$ cat src/rtl/i2c_bus_arbiter_if.sv
// Client/master-side bus bundle for i2c_bus_arbiter.
// The master modport is the arbiter's view; slave is the surrounding clients and I2C master.
interface i2c_bus_arbiter_if #(
  parameter int unsigned NREQ = 2
) ();

  logic [NREQ-1:0]    req;
  logic [NREQ-1:0]    req_rw;
  logic [7*NREQ-1:0]  req_dev;
  logic [8*NREQ-1:0]  req_sub;
  logic [NREQ-1:0]    req_len;
  logic [16*NREQ-1:0] req_wdata;
  logic [NREQ-1:0]    grant;
  logic [NREQ-1:0]    done;
  logic [15:0]        rdata;
  logic               nack;
  logic               timeout;

  logic               cmd_valid;
  logic               cmd_ready;
  logic               cmd_rw;
  logic [6:0]         cmd_dev;
  logic [7:0]         cmd_sub;
  logic               cmd_len;
  logic [15:0]        cmd_wdata;
  logic               rsp_valid;
  logic [15:0]        rsp_data;
  logic               rsp_nack;
  logic               cmd_abort;

  modport master (
    input  req, req_rw, req_dev, req_sub, req_len, req_wdata,
    output grant, done, rdata, nack, timeout,
    output cmd_valid, cmd_rw, cmd_dev, cmd_sub, cmd_len, cmd_wdata, cmd_abort,
    input  cmd_ready, rsp_valid, rsp_data, rsp_nack
  );

  modport slave (
    output req, req_rw, req_dev, req_sub, req_len, req_wdata,
    input  grant, done, rdata, nack, timeout,
    input  cmd_valid, cmd_rw, cmd_dev, cmd_sub, cmd_len, cmd_wdata, cmd_abort,
    output cmd_ready, rsp_valid, rsp_data, rsp_nack
  );

endinterface

$ cat src/rtl/i2c_bus_arbiter.sv
// Round-robin sharing of one I2C master command port between NREQ requesters.
// Optional transaction watchdog compiled in with `define I2C_ARB_TIMEOUT_EN.
module i2c_bus_arbiter #(
  parameter int unsigned NREQ           = 2,
  parameter int unsigned TIMEOUT_CYCLES = 200000
) (
  input  logic               clk,
  input  logic               reset,
  i2c_bus_arbiter_if.master  bus
);

  localparam int unsigned IW = (NREQ > 2) ? 2 : 1;

  if (NREQ < 2 || NREQ > 4 || TIMEOUT_CYCLES < 2) begin : g_cfg_check
    $error("i2c_bus_arbiter: NREQ must be 2..4 and TIMEOUT_CYCLES >= 2");
  end

  typedef enum logic [2:0] {
    S_IDLE,
    S_ISSUE,
    S_WAIT,
    S_ABORT,
    S_DONE
  } state_t;

  state_t          state;
  logic [IW-1:0]   last;
  logic [NREQ-1:0] grant_r;
  logic [NREQ-1:0] done_r;
  logic [15:0]     rdata_r;
  logic            nack_r;
  logic            timeout_r;
  logic            cmd_valid_r;
  logic            cmd_rw_r;
  logic [6:0]      cmd_dev_r;
  logic [7:0]      cmd_sub_r;
  logic            cmd_len_r;
  logic [15:0]     cmd_wdata_r;
  logic            abort_r;
  logic            expired;

  // Round-robin pick: first set request scanning up from last+1.
  logic            win_found;
  logic [IW-1:0]   win_idx;
  int              win_sel;
  always_comb begin
    win_found = 1'b0;
    win_idx   = '0;
    for (int k = 1; k <= int'(NREQ); k++) begin
      if (!win_found && bus.req[(int'(last) + k) % int'(NREQ)]) begin
        win_found = 1'b1;
        win_idx   = IW'((int'(last) + k) % int'(NREQ));
      end
    end
    win_sel = int'(win_idx);
  end

`ifdef I2C_ARB_TIMEOUT_EN
  localparam int unsigned CW = $clog2(TIMEOUT_CYCLES);
  logic [CW-1:0] wd_cnt;

  // Per-transaction cycle counter, zero whenever no transaction is in flight.
  always_ff @(posedge clk or negedge reset) begin
    if (!reset) begin
      wd_cnt <= '0;
    end else if (state == S_ISSUE || state == S_WAIT) begin
      wd_cnt <= wd_cnt + CW'(1);
    end else if (state == S_IDLE) begin
      wd_cnt <= '0;
    end
  end

  assign expired = (state == S_ISSUE || state == S_WAIT) &&
                   (wd_cnt == CW'(TIMEOUT_CYCLES - 1));
`else
  assign expired = 1'b0;
`endif

  always_ff @(posedge clk or negedge reset) begin
    if (!reset) begin
      state       <= S_IDLE;
      last        <= IW'(NREQ - 1);
      grant_r     <= '0;
      done_r      <= '0;
      rdata_r     <= '0;
      nack_r      <= 1'b0;
      timeout_r   <= 1'b0;
      cmd_valid_r <= 1'b0;
      cmd_rw_r    <= 1'b0;
      cmd_dev_r   <= '0;
      cmd_sub_r   <= '0;
      cmd_len_r   <= 1'b0;
      cmd_wdata_r <= '0;
      abort_r     <= 1'b0;
    end else begin
      done_r  <= '0;
      abort_r <= 1'b0;
      case (state)
        S_IDLE: begin
          if (win_found) begin
            grant_r     <= NREQ'(1) << win_idx;
            last        <= win_idx;
            cmd_rw_r    <= bus.req_rw[win_sel];
            cmd_dev_r   <= bus.req_dev[7*win_sel +: 7];
            cmd_sub_r   <= bus.req_sub[8*win_sel +: 8];
            cmd_len_r   <= bus.req_len[win_sel];
            cmd_wdata_r <= bus.req_wdata[16*win_sel +: 16];
            state       <= S_ISSUE;
          end
        end
        S_ISSUE: begin
          if (expired) begin
            cmd_valid_r <= 1'b0;
            abort_r     <= 1'b1;
            nack_r      <= 1'b1;
            timeout_r   <= 1'b1;
            state       <= S_ABORT;
          end else if (!cmd_valid_r) begin
            cmd_valid_r <= 1'b1;
          end else if (bus.cmd_ready) begin
            cmd_valid_r <= 1'b0;
            state       <= S_WAIT;
          end
        end
        S_WAIT: begin
          // A response in the expiry cycle takes priority over the abort.
          if (bus.rsp_valid) begin
            if (cmd_rw_r) begin
              rdata_r <= cmd_len_r ? bus.rsp_data : {8'h00, bus.rsp_data[7:0]};
            end
            nack_r    <= bus.rsp_nack;
            timeout_r <= 1'b0;
            done_r    <= grant_r;
            state     <= S_DONE;
          end else if (expired) begin
            abort_r   <= 1'b1;
            nack_r    <= 1'b1;
            timeout_r <= 1'b1;
            state     <= S_ABORT;
          end
        end
        S_ABORT: begin
          done_r <= grant_r;
          state  <= S_DONE;
        end
        S_DONE: begin
          grant_r <= '0;
          state   <= S_IDLE;
        end
        default: state <= S_IDLE;
      endcase
    end
  end

  assign bus.grant     = grant_r;
  assign bus.done      = done_r;
  assign bus.rdata     = rdata_r;
  assign bus.nack      = nack_r;
  assign bus.timeout   = timeout_r;
  assign bus.cmd_valid = cmd_valid_r;
  assign bus.cmd_rw    = cmd_rw_r;
  assign bus.cmd_dev   = cmd_dev_r;
  assign bus.cmd_sub   = cmd_sub_r;
  assign bus.cmd_len   = cmd_len_r;
  assign bus.cmd_wdata = cmd_wdata_r;
  assign bus.cmd_abort = abort_r;

endmodule

$ cat src/flat_wrapper.sv
// flat-port wrapper written by rule: the top's interface ports become plain ports
module i2c_bus_arbiter_flat 
#(
  parameter int unsigned NREQ           = 2,
  parameter int unsigned TIMEOUT_CYCLES = 200000
)
  (clk, reset, bus_req, bus_req_rw, bus_req_dev, bus_req_sub, bus_req_len, bus_req_wdata, bus_grant, bus_done, bus_rdata, bus_nack, bus_timeout, bus_cmd_valid, bus_cmd_rw, bus_cmd_dev, bus_cmd_sub, bus_cmd_len, bus_cmd_wdata, bus_cmd_abort, bus_cmd_ready, bus_rsp_valid, bus_rsp_data, bus_rsp_nack);
  i2c_bus_arbiter_if #(.NREQ(NREQ)) bus_i ();
  input  logic clk;
  input  logic reset;
  input wire logic [$bits(bus_i.req)-1:0] bus_req;
  input wire logic [$bits(bus_i.req_rw)-1:0] bus_req_rw;
  input wire logic [$bits(bus_i.req_dev)-1:0] bus_req_dev;
  input wire logic [$bits(bus_i.req_sub)-1:0] bus_req_sub;
  input wire logic [$bits(bus_i.req_len)-1:0] bus_req_len;
  input wire logic [$bits(bus_i.req_wdata)-1:0] bus_req_wdata;
  output wire logic [$bits(bus_i.grant)-1:0] bus_grant;
  output wire logic [$bits(bus_i.done)-1:0] bus_done;
  output wire logic [$bits(bus_i.rdata)-1:0] bus_rdata;
  output wire logic [$bits(bus_i.nack)-1:0] bus_nack;
  output wire logic [$bits(bus_i.timeout)-1:0] bus_timeout;
  output wire logic [$bits(bus_i.cmd_valid)-1:0] bus_cmd_valid;
  output wire logic [$bits(bus_i.cmd_rw)-1:0] bus_cmd_rw;
  output wire logic [$bits(bus_i.cmd_dev)-1:0] bus_cmd_dev;
  output wire logic [$bits(bus_i.cmd_sub)-1:0] bus_cmd_sub;
  output wire logic [$bits(bus_i.cmd_len)-1:0] bus_cmd_len;
  output wire logic [$bits(bus_i.cmd_wdata)-1:0] bus_cmd_wdata;
  output wire logic [$bits(bus_i.cmd_abort)-1:0] bus_cmd_abort;
  input wire logic [$bits(bus_i.cmd_ready)-1:0] bus_cmd_ready;
  input wire logic [$bits(bus_i.rsp_valid)-1:0] bus_rsp_valid;
  input wire logic [$bits(bus_i.rsp_data)-1:0] bus_rsp_data;
  input wire logic [$bits(bus_i.rsp_nack)-1:0] bus_rsp_nack;
  assign bus_i.req = bus_req;
  assign bus_i.req_rw = bus_req_rw;
  assign bus_i.req_dev = bus_req_dev;
  assign bus_i.req_sub = bus_req_sub;
  assign bus_i.req_len = bus_req_len;
  assign bus_i.req_wdata = bus_req_wdata;
  assign bus_grant = bus_i.grant;
  assign bus_done = bus_i.done;
  assign bus_rdata = bus_i.rdata;
  assign bus_nack = bus_i.nack;
  assign bus_timeout = bus_i.timeout;
  assign bus_cmd_valid = bus_i.cmd_valid;
  assign bus_cmd_rw = bus_i.cmd_rw;
  assign bus_cmd_dev = bus_i.cmd_dev;
  assign bus_cmd_sub = bus_i.cmd_sub;
  assign bus_cmd_len = bus_i.cmd_len;
  assign bus_cmd_wdata = bus_i.cmd_wdata;
  assign bus_cmd_abort = bus_i.cmd_abort;
  assign bus_i.cmd_ready = bus_cmd_ready;
  assign bus_i.rsp_valid = bus_rsp_valid;
  assign bus_i.rsp_data = bus_rsp_data;
  assign bus_i.rsp_nack = bus_rsp_nack;
  i2c_bus_arbiter #(.NREQ(NREQ), .TIMEOUT_CYCLES(TIMEOUT_CYCLES)) u_core (.clk(clk), .reset(reset), .bus(bus_i));
endmodule
$ cat config.mk
export PLATFORM = sky130hd
export DESIGN_NAME = i2c_bus_arbiter_flat
export DESIGN_NICKNAME = d
export VERILOG_FILES = /design/src/rtl/i2c_bus_arbiter_if.sv /design/src/rtl/i2c_bus_arbiter.sv /design/src/flat_wrapper.sv
export SDC_FILE = /design/constraint.sdc
export NUM_CORES = 1
export LEC_CHECK = 0
export ABC_AREA = 1
export BUFFER_PORTS_ARGS = -buffer_cell sky130_fd_sc_hd__buf_2
export CAP_MARGIN = 25
export CORE_ASPECT_RATIO = 0.5
export CORE_UTILIZATION = 45
export DETAILED_ROUTE_END_ITERATION = 8
export GPL_TIMING_DRIVEN = 0
export PLACE_DENSITY = 0.89
export SLEW_MARGIN = 5
export SYNTH_ARGS = -nofsm -noshare
export SYNTH_HDL_FRONTEND = slang
export SYNTH_SLANG_ARGS = --single-unit
export TNS_END_PERCENT = 20
$ cat constraint.sdc
create_clock -name clk -period 1.9 [get_ports clk]
set_clock_uncertainty 0.1 [all_clocks]
set_input_delay 0.095 -clock clk [delete_from_list [all_inputs] [get_ports clk]]
set_output_delay 0.095 -clock clk [all_outputs]
set_load 0.01 [all_outputs]
# Yosys cells after proc, flatten, opt, wreduce, memory -nomap -nowiden
# Cells that the tools add are included.
# W data, S select, Z words.
# totals
ramBits	0
latchBits	0
in_bits	89
ff_bits	59
memories	0
romBits	0
out_inout_bits	57
# classes
n_mux	26
n_reduce_logical	9
n_shift	4
n_addsub	2
mul	1
bitwise_logic	2
n_lt_le_gt_ge	3
n_eq_ne	8
div	0
# ops
operator	count
$shiftx A14 B32 Y7	1
$shiftx A32 B6 Y16	1
$mux W1	16
$mux W16	1
$shiftx A16 B5 Y8	1
$mux W3	4
$pmux W3 S4	1
$pmux W2 S2	2
$eq A3 B2 Y1 const B	2
$lt A2 B3 Y1 const B	2
$reduce_and A2 Y1	3
$mul A3 B1 Y4 const A	1
$mux W2	2
$ne A2 B1 Y1 const B	2
$ne A2 B2 Y1 const B	2
$reduce_and A4 Y1	1
$eq A3 B1 Y1 const B	1
$eq A3 B3 Y1 const B	1
$logic_not A3 Y1	1
$reduce_and A3 Y1	1
$add A1 B1 Y1 const B	2
$and A1 B1 Y1 const A	2
$lt A1 B2 Y1 const B	1
$reduce_bool A2 Y1	1
3 further kinds	3

# Depth between registers and ports, before layout
# Gate-level depths: netlist of the first run.
# logic_depth
ltp_word	12
mapped_depth	7
ltp_nobuf	6

# Worst setup path after synthesis of the first run
# No wires, ideal clock.
# synth_timing
path_kind	reg-to-reg
from	reg u_core.last
to	reg u_core.cmd_wdata_r[10], in the netlist u_core.bus.cmd_wdata[10]
path_buffers	1
setup_time_ps	65
t_required_ps	1735
stages_incl_launch_ff	8
arrival_time_ps	1141
path_slack_ps	594
path_cell_list	dfstp_2 -> nand2_1 -> nand2_2 -> buf_2 -> nand2_1 -> nand2_1 -> nand2_1 -> nand2_1
# synth_between
elab_chain_cells	9
# synth_rtl
element	line	rtl
start: declaration	i2c_bus_arbiter.sv:27	logic [IW-1:0] last;
start signal: assignment	i2c_bus_arbiter.sv:82	last <= IW'(NREQ - 1);
start signal: assignment	i2c_bus_arbiter.sv:102	last <= win_idx;
$add A1 B1 Y1	i2c_bus_arbiter.sv:50, i2c_bus_arbiter.sv:52	
$mux W1 (implied by the code) (3 in series)	i2c_bus_arbiter.sv:50	if (!win_found && bus.req[(int'(last) + k) % int'(NREQ)]) begin
$mux W1	i2c_bus_arbiter.sv:50	
$logic_not A1 Y1	i2c_bus_arbiter.sv:50	
$logic_and A1 B1 Y1	i2c_bus_arbiter.sv:50	
$mux W1	i2c_bus_arbiter.sv:50	
$shiftx A32 B6 Y16 / $reduce_and A2 Y1 (equally long branches)	-	
end signal: assignment	i2c_bus_arbiter.sv:107	cmd_wdata_r <= bus.req_wdata[16*win_sel +: 16];
end: declaration	i2c_bus_arbiter.sv:38	logic [15:0] cmd_wdata_r;
# Several ways; a longest one is shown, not always the timed one. The select of a mux whose other input is x is not followed.
# A chain may end at the register's enable or synchronous reset.

# Worst setup path in the final report of the first run
# layout_timing
from	reg u_core.last
to	reg u_core.cmd_sub_r[1], in the netlist u_core.bus.cmd_sub[1]
# layout_between
elab_chain_cells	9
# layout_rtl
element	line	rtl
$add A1 B1 Y1	i2c_bus_arbiter.sv:50, i2c_bus_arbiter.sv:52	
$mux W1 (implied by the code) (3 in series)	i2c_bus_arbiter.sv:50	
$mux W1	i2c_bus_arbiter.sv:50	
$logic_not A1 Y1	i2c_bus_arbiter.sv:50	
$logic_and A1 B1 Y1	i2c_bus_arbiter.sv:50	
$mux W1	i2c_bus_arbiter.sv:50	
$shiftx A16 B5 Y8 / $reduce_and A2 Y1 (equally long branches)	-	
end signal: assignment	i2c_bus_arbiter.sv:105	cmd_sub_r <= bus.req_sub[8*win_sel +: 8];
end: declaration	i2c_bus_arbiter.sv:36	logic [7:0] cmd_sub_r;
# Several ways; a longest one is shown, not always the timed one. The select of a mux whose other input is x is not followed.

==> results.ini, run 1 <==
[final_layout]
synthToLayoutAreaGrowth_pct=58.2
final_layout_size_suffix_gt1_share_pct=32.7
layout.nets=665
fin_area_um2=4520
diodes=0

[worst_setup_path]
cpMostUsedCell=nand2_1
end_kind=flop
critical_path_class=reg -> reg
cp.required_ns=2.06
cp_slowest_stage_delay_ns=0.52
slowest_stage=dfstp_2
path_cells=nand2_1 -> nand2_2 -> buf_2 -> nand2_1 -> nand2_1 -> nand2_1 -> nand2_1
cp_top_family=simple AND/OR/NAND/NOR gates
worstPathArrival_ns=1.83
critPathLaunchType=flop
path_max_fanout=10
cp_num_buf_inv=1

[placed_design]
placed_area_um2=3700
dp_hpwl_mm=5.62
gp_congestion=0.809
portBuffers=142

[global_routing]
top_usage_layer=met2
grt_use_total_pct=30.4
met2_usage_pct=50.9
met3_usage_pct=7.31
grt_pass1_wl_mm=15.4
use_met1_pct=35.7
grt_overflow=0
grt_pass1_vias=3349
grt_max_degree=34
antenna_found_initial=0

[power_and_ir_drop]
power.density_nw_per_um2=1430
ir_drop_mv=0.746
power_leakage_nw=2.62

[die]
die_w_um=115
num_rows=20
dieHeight_um=58.3
initial_core_util_pct=46.8
io_pins=146
core_um2=6110
dieArea_um2=6690

[drt]
avgRoutedWirePerCell_um=14.4
vias_per_cell=5.08
drt_first_pass_iters=6
drc=0
routed_wl_mm=9.60
vias=3397
drtAntennaViolNets=0
drt_iter0_drc=325

[timing]
worst_pin_slew_ns=0.811
final-setup-viol-count=0
period_share_pct=88.4
slew_headroom_pct=45.9
min_period_ns=1.68
max_freq_mhz=596
setup-tns-final_ns=0
rsz0062_at_grt=no
drv_slew=0
hold_violations=0

[clock_tree]
cts_root_buffer=clkbuf_16
post-cts-setup-buffer-count=0
cts_tree=done
cts_max_level=3
clock-sinks=59
clk_path_buf_depth=2
clk_pin_slew_ns=0.05
insertion_delay_ns=0.32
numCtsBuffers=9

[synthesis]
syn_area_um2=2860
synth.top_cell.area_share_pct=50.8
syn-mean-instance-area_um2=7.72
seq_area_frac_synth_pct=51.8
synthCells=370
yosys_warnings=0
synthTopCellsByArea=dfrtp_1 51%, nand2_1 28%, nand3_1 7.0%
ys_ff_latch=59
yosys.cell_types.count=22
yosysTopAreaCell=dfrtp_1

[flow_run]
max_cap_violations=0

[min_path]
hp-class=in -> reg

[outcome]
outcome=complete, no violations

path summary, 6_finish.rpt:
kind	start	end	slack, ns	cells past startpoint
max	u_core.last	u_core.bus.cmd_sub[1]	0.22	7
min	bus_req_wdata[21]	u_core.bus.cmd_wdata[5]	0.002	5
max in group asynchronous	reset	u_core.last	0.68	3
min reg2reg	u_core.bus.cmd_dev[3]	u_core.bus.cmd_dev[3]	0.36	2
max reg2reg	u_core.last	u_core.bus.cmd_sub[1]	0.22	7
min in group asynchronous	reset	u_core.bus.rdata[6]	0.32	2
timing repair:
action                                 CTS  global route
setup endpoints to repair                0             0
resized for setup                        0             0
endpoints found under the hold margin   79             0
hold buffers                            51             0
synth_stat cells:
cell type,n
nand2_1,216
dfrtp_1,58
nand3_1,40
buf_4,8
inv_1,8
o21ai_2,8
buf_2,6
clkbuf_1,4
buf_6,3
nor2_1,3
nor2_2,3
o21ai_0,3
conb_1,1
dfstp_2,1
inv_2,1
inv_6,1
nand2_2,1
nand3b_1,1
nand4_1,1
nand4_4,1
nor2_8,1
nor3_1,1
registers in the layout (all words and copies together), names as in the netlist, 2 cells and up:
name and flops:
u_core.bus.cmd_dev 7, u_core.bus.cmd_sub 8, u_core.bus.cmd_wdata 16, u_core.bus.done 2, u_core.bus.grant 2, u_core.bus.rdata 16, u_core.state 3
cell usage in the layout, fill, tap and decap left out, types with 7 or more instances in the layout:
cell           synthesis  layout
o21ai_2                8       8
dfrtp_1               58      58
clkbuf_1               4       7
buf_4                  8       8
inv_1                  8       8
dlygate4sd3_1          0      51
nand2_1              216     216
nand3_1               40      40
clkbuf_16              0       9
buf_2                  6     148
worst register-to-register path, cell delays in order (launching register included):
cell and delay, ns:
dfstp_2 0.52, nand2_1 0.19, nand2_2 0.22, buf_2 0.26
nand2_1 0.11, nand2_1 0.08, nand2_1 0.06, nand2_1 0.07
routing by layer:
layer / vias up / wire (µm)
met5: - / 0
met4: 0 / 460
met3: 60 / 604
met2: 200 / 4690
met1: 1576 / 3850
li1: 1561 / -
report_power, final:
group	switching [W]	total, W	internal (W)	leakage (nW)
combinational	0.00160	0.00263	0.00103	1.72
sequential	0.000344	0.00216	0.00182	0.750
clock	0.000531	0.00165	0.00112	0.150
total	0.00247	0.00645	0.00397	2.62
stage by stage:
step                      setup WS [ns]  hold slack, ns  utilization (%)  total power [W]  instances
after floorplan                   0.594          -0.301                -          0.00363        371
after global placement            0.305           0.189             60.3          0.00450        601
after detailed placement          0.314           0.112             60.6          0.00461        602
after CTS                         0.286         0.00120             74.0          0.00637        669
after global routing              0.101          0.0235             74.0          0.00684        669
final                             0.221         0.00208             74.0          0.00645        669
kinds of logic (layout without fill, tap and decap cells):
logic type,count (synthesis),count (layout),synth area share (%)
AOI/OAI and AO/OA,11,11,2.98
buffers and inverters,31,241,6.35
DFF,59,59,51.8
other,1,2,0.131
and+or+nand+nor,268,268,38.8
final cells by class:
| cell class | count | area (µm²) |
|---|---|---|
| plain buffers | 21 | 139 |
| multi-input cells | 281 | 1200 |
| flip-flops and latches | 59 | 1480 |
| repair buffers | 194 | 1240 |
| well taps | 88 | 110 |
| clock inverters | 1 | 30.0 |
| inverters | 10 | 42.5 |
| fillers | 437 | 1590 |
| clock buffers | 15 | 278 |
No activity file was read; power rests on OpenSTA's default activity.
==> run 2: changes to the inputs <==
--- a/config.mk
+++ b/config.mk
@@ -8,11 +8,12 @@
 export ABC_AREA = 1
 export BUFFER_PORTS_ARGS = -buffer_cell sky130_fd_sc_hd__buf_2
 export CAP_MARGIN = 25
-export CORE_ASPECT_RATIO = 0.5
+export CORE_ASPECT_RATIO = 1.75
 export CORE_UTILIZATION = 45
 export DETAILED_ROUTE_END_ITERATION = 8
 export GPL_TIMING_DRIVEN = 0
 export PLACE_DENSITY = 0.89
+export RECOVER_POWER = 25
 export SLEW_MARGIN = 5
 export SYNTH_ARGS = -nofsm -noshare
 export SYNTH_HDL_FRONTEND = slang
==> results.ini, run 2 (synthesis results as in run 1) <==
[clock_tree]
clock-sinks=59
numCtsBuffers=9
cts_root_buffer=clkbuf_8
clk_pin_slew_ns=0.07
cts_tree=done
post-cts-setup-buffer-count=0
clk_path_buf_depth=2
insertion_delay_ns=0.35
cts_max_level=3

[die]
initial_core_util_pct=46.2
io_pins=146
die_w_um=62.2
dieArea_um2=6680
core_um2=6180
num_rows=38
dieHeight_um=107

[placed_design]
dp_hpwl_mm=5.52
gp_congestion=0.771
portBuffers=142
place_inst=594
placed_area_um2=3700

[timing]
setup-tns-final_ns=0
rsz0062_at_grt=no
drv_slew=0
final-setup-viol-count=0
slew_headroom_pct=34.9
min_period_ns=1.74
hold_violations=0
worst_pin_slew_ns=0.977
max_freq_mhz=574
period_share_pct=91.8

[power_and_ir_drop]
power.density_nw_per_um2=1250
p_total_w=0.00586
power_leakage_nw=2.57
ir_drop_mv=0.755

[drt]
drt_iter0_drc=291
drc=0
drt_first_pass_iters=7
vias_per_cell=4.88
drtAntennaViolNets=0
avgRoutedWirePerCell_um=14.4
vias=3384
routed_wl_mm=9.99

[worst_setup_path]
worstPathArrival_ns=1.88
slowest_stage=dlygate4sd3_1
cp_slowest_stage_delay_ns=0.56
path_max_fanout=5
critPathLaunchType=flop
cp_num_buf_inv=1
path_cells=nor2_2 -> nand3_1 -> nand2_1 -> o21ai_0 -> dlygate4sd3_1
end_kind=flop
critical_path_class=reg -> reg
cp_top_family=buffers and inverters
cp.required_ns=2.03

[global_routing]
grt_max_degree=38
antenna_found_initial=0
grt_pass1_vias=3442
grt_use_total_pct=31.5
grt_pass1_wl_mm=15.8
grt_overflow=0

[final_layout]
mostFrequentLayoutCells=215 x nand2_1, 106 x buf_2, 83 x dlygate4sd3_1
nFillCells=469
layout.nets=697
diodes=0
synthToLayoutAreaGrowth_pct=63.8
final_layout_size_suffix_gt1_share_pct=24.8
fin_area_um2=4680
final_common_cell=nand2_1
finalNonFillerCells=693

[outcome]
outcome=complete, no violations

[min_path]
hp-class=in -> reg

[flow_run]
max_cap_violations=0

[run 2: layout make-up]
cell class / count / area [µm²] / share of cell area (%)
Buffer: 21 / 139 / 2.97
Clock buffer: 11 / 141 / 3.02
Clock inverter: 5 / 52.6 / 1.12
Inverter: 10 / 42.5 / 0.909
Multi-Input combinational cell: 281 / 1210 / 25.8
Sequential cell: 59 / 1480 / 31.6
Tap cell: 80 / 100 / 2.14
Timing Repair Buffer: 226 / 1520 / 32.4
[run 2: final timing paths]
check / from / end / slack [ns] / depth (start not counted)
setup reg to reg: u_core.state[2] / u_core.bus.nack / 0.16 / 5
min in group asynchronous: reset / u_core.bus.cmd_valid / 0.34 / 2
hold / removal: bus_req_dev[12] / u_core.bus.cmd_dev[5] / 0.01 / 5
hold reg to reg: u_core.bus.cmd_wdata[6] / u_core.bus.cmd_wdata[6] / 0.37 / 2
setup / recovery: u_core.state[2] / u_core.bus.nack / 0.16 / 5
max in group asynchronous: reset / u_core.bus.rdata[3] / 0.73 / 3
[run 2: per-stage QoR]
stage / hold slack (ns) / setup WS [ns] / utilization (%)
2_1_floorplan: -0.301 / 0.594 / -
3_3_place_gp: 0.196 / 0.336 / 59.4
3_5_place_dp: 0.169 / 0.296 / 59.8
4_1_cts: 0.00257 / 0.0285 / 76.4
5_1_grt: 0.0159 / 0.0228 / 75.7
6_report: 0.0134 / 0.156 / 75.7
[run 2: worst reg2reg max path, stage by stage, from the launching register on]
cell and delay [ns]:
dfrtp_1 0.44, nor2_2 0.23, nand3_1 0.13, nand2_1 0.09, o21ai_0 0.08, dlygate4sd3_1 0.56
[run 2: layer usage]
layer  GRT usage [%]  part of all wire [%]  wire length [µm]
met1            32.3                    36              3640
met4            20.6                   5.1               507
met5               0                     0                 0
met3            8.58                   5.5               547
met2            55.7                    53              5300
[run 2: power by group]
| part | leakage [nW] | internal (W) | total [W] | switching (W) |
|---|---|---|---|---|
| clock network | 0.0991 | 0.000634 | 0.00113 | 0.000491 |
| registers | 0.750 | 0.00182 | 0.00215 | 0.000338 |
| logic | 1.72 | 0.00100 | 0.00258 | 0.00158 |
[run 2: what timing repair did]
| item | in CTS | in global routing |
|---|---|---|
| hold endpoints to repair | 87 | 0 |
| resized for setup | 0 | 2 |
| setup endpoints to repair | 0 | 3 |
| hold buffers | 83 | 0 |
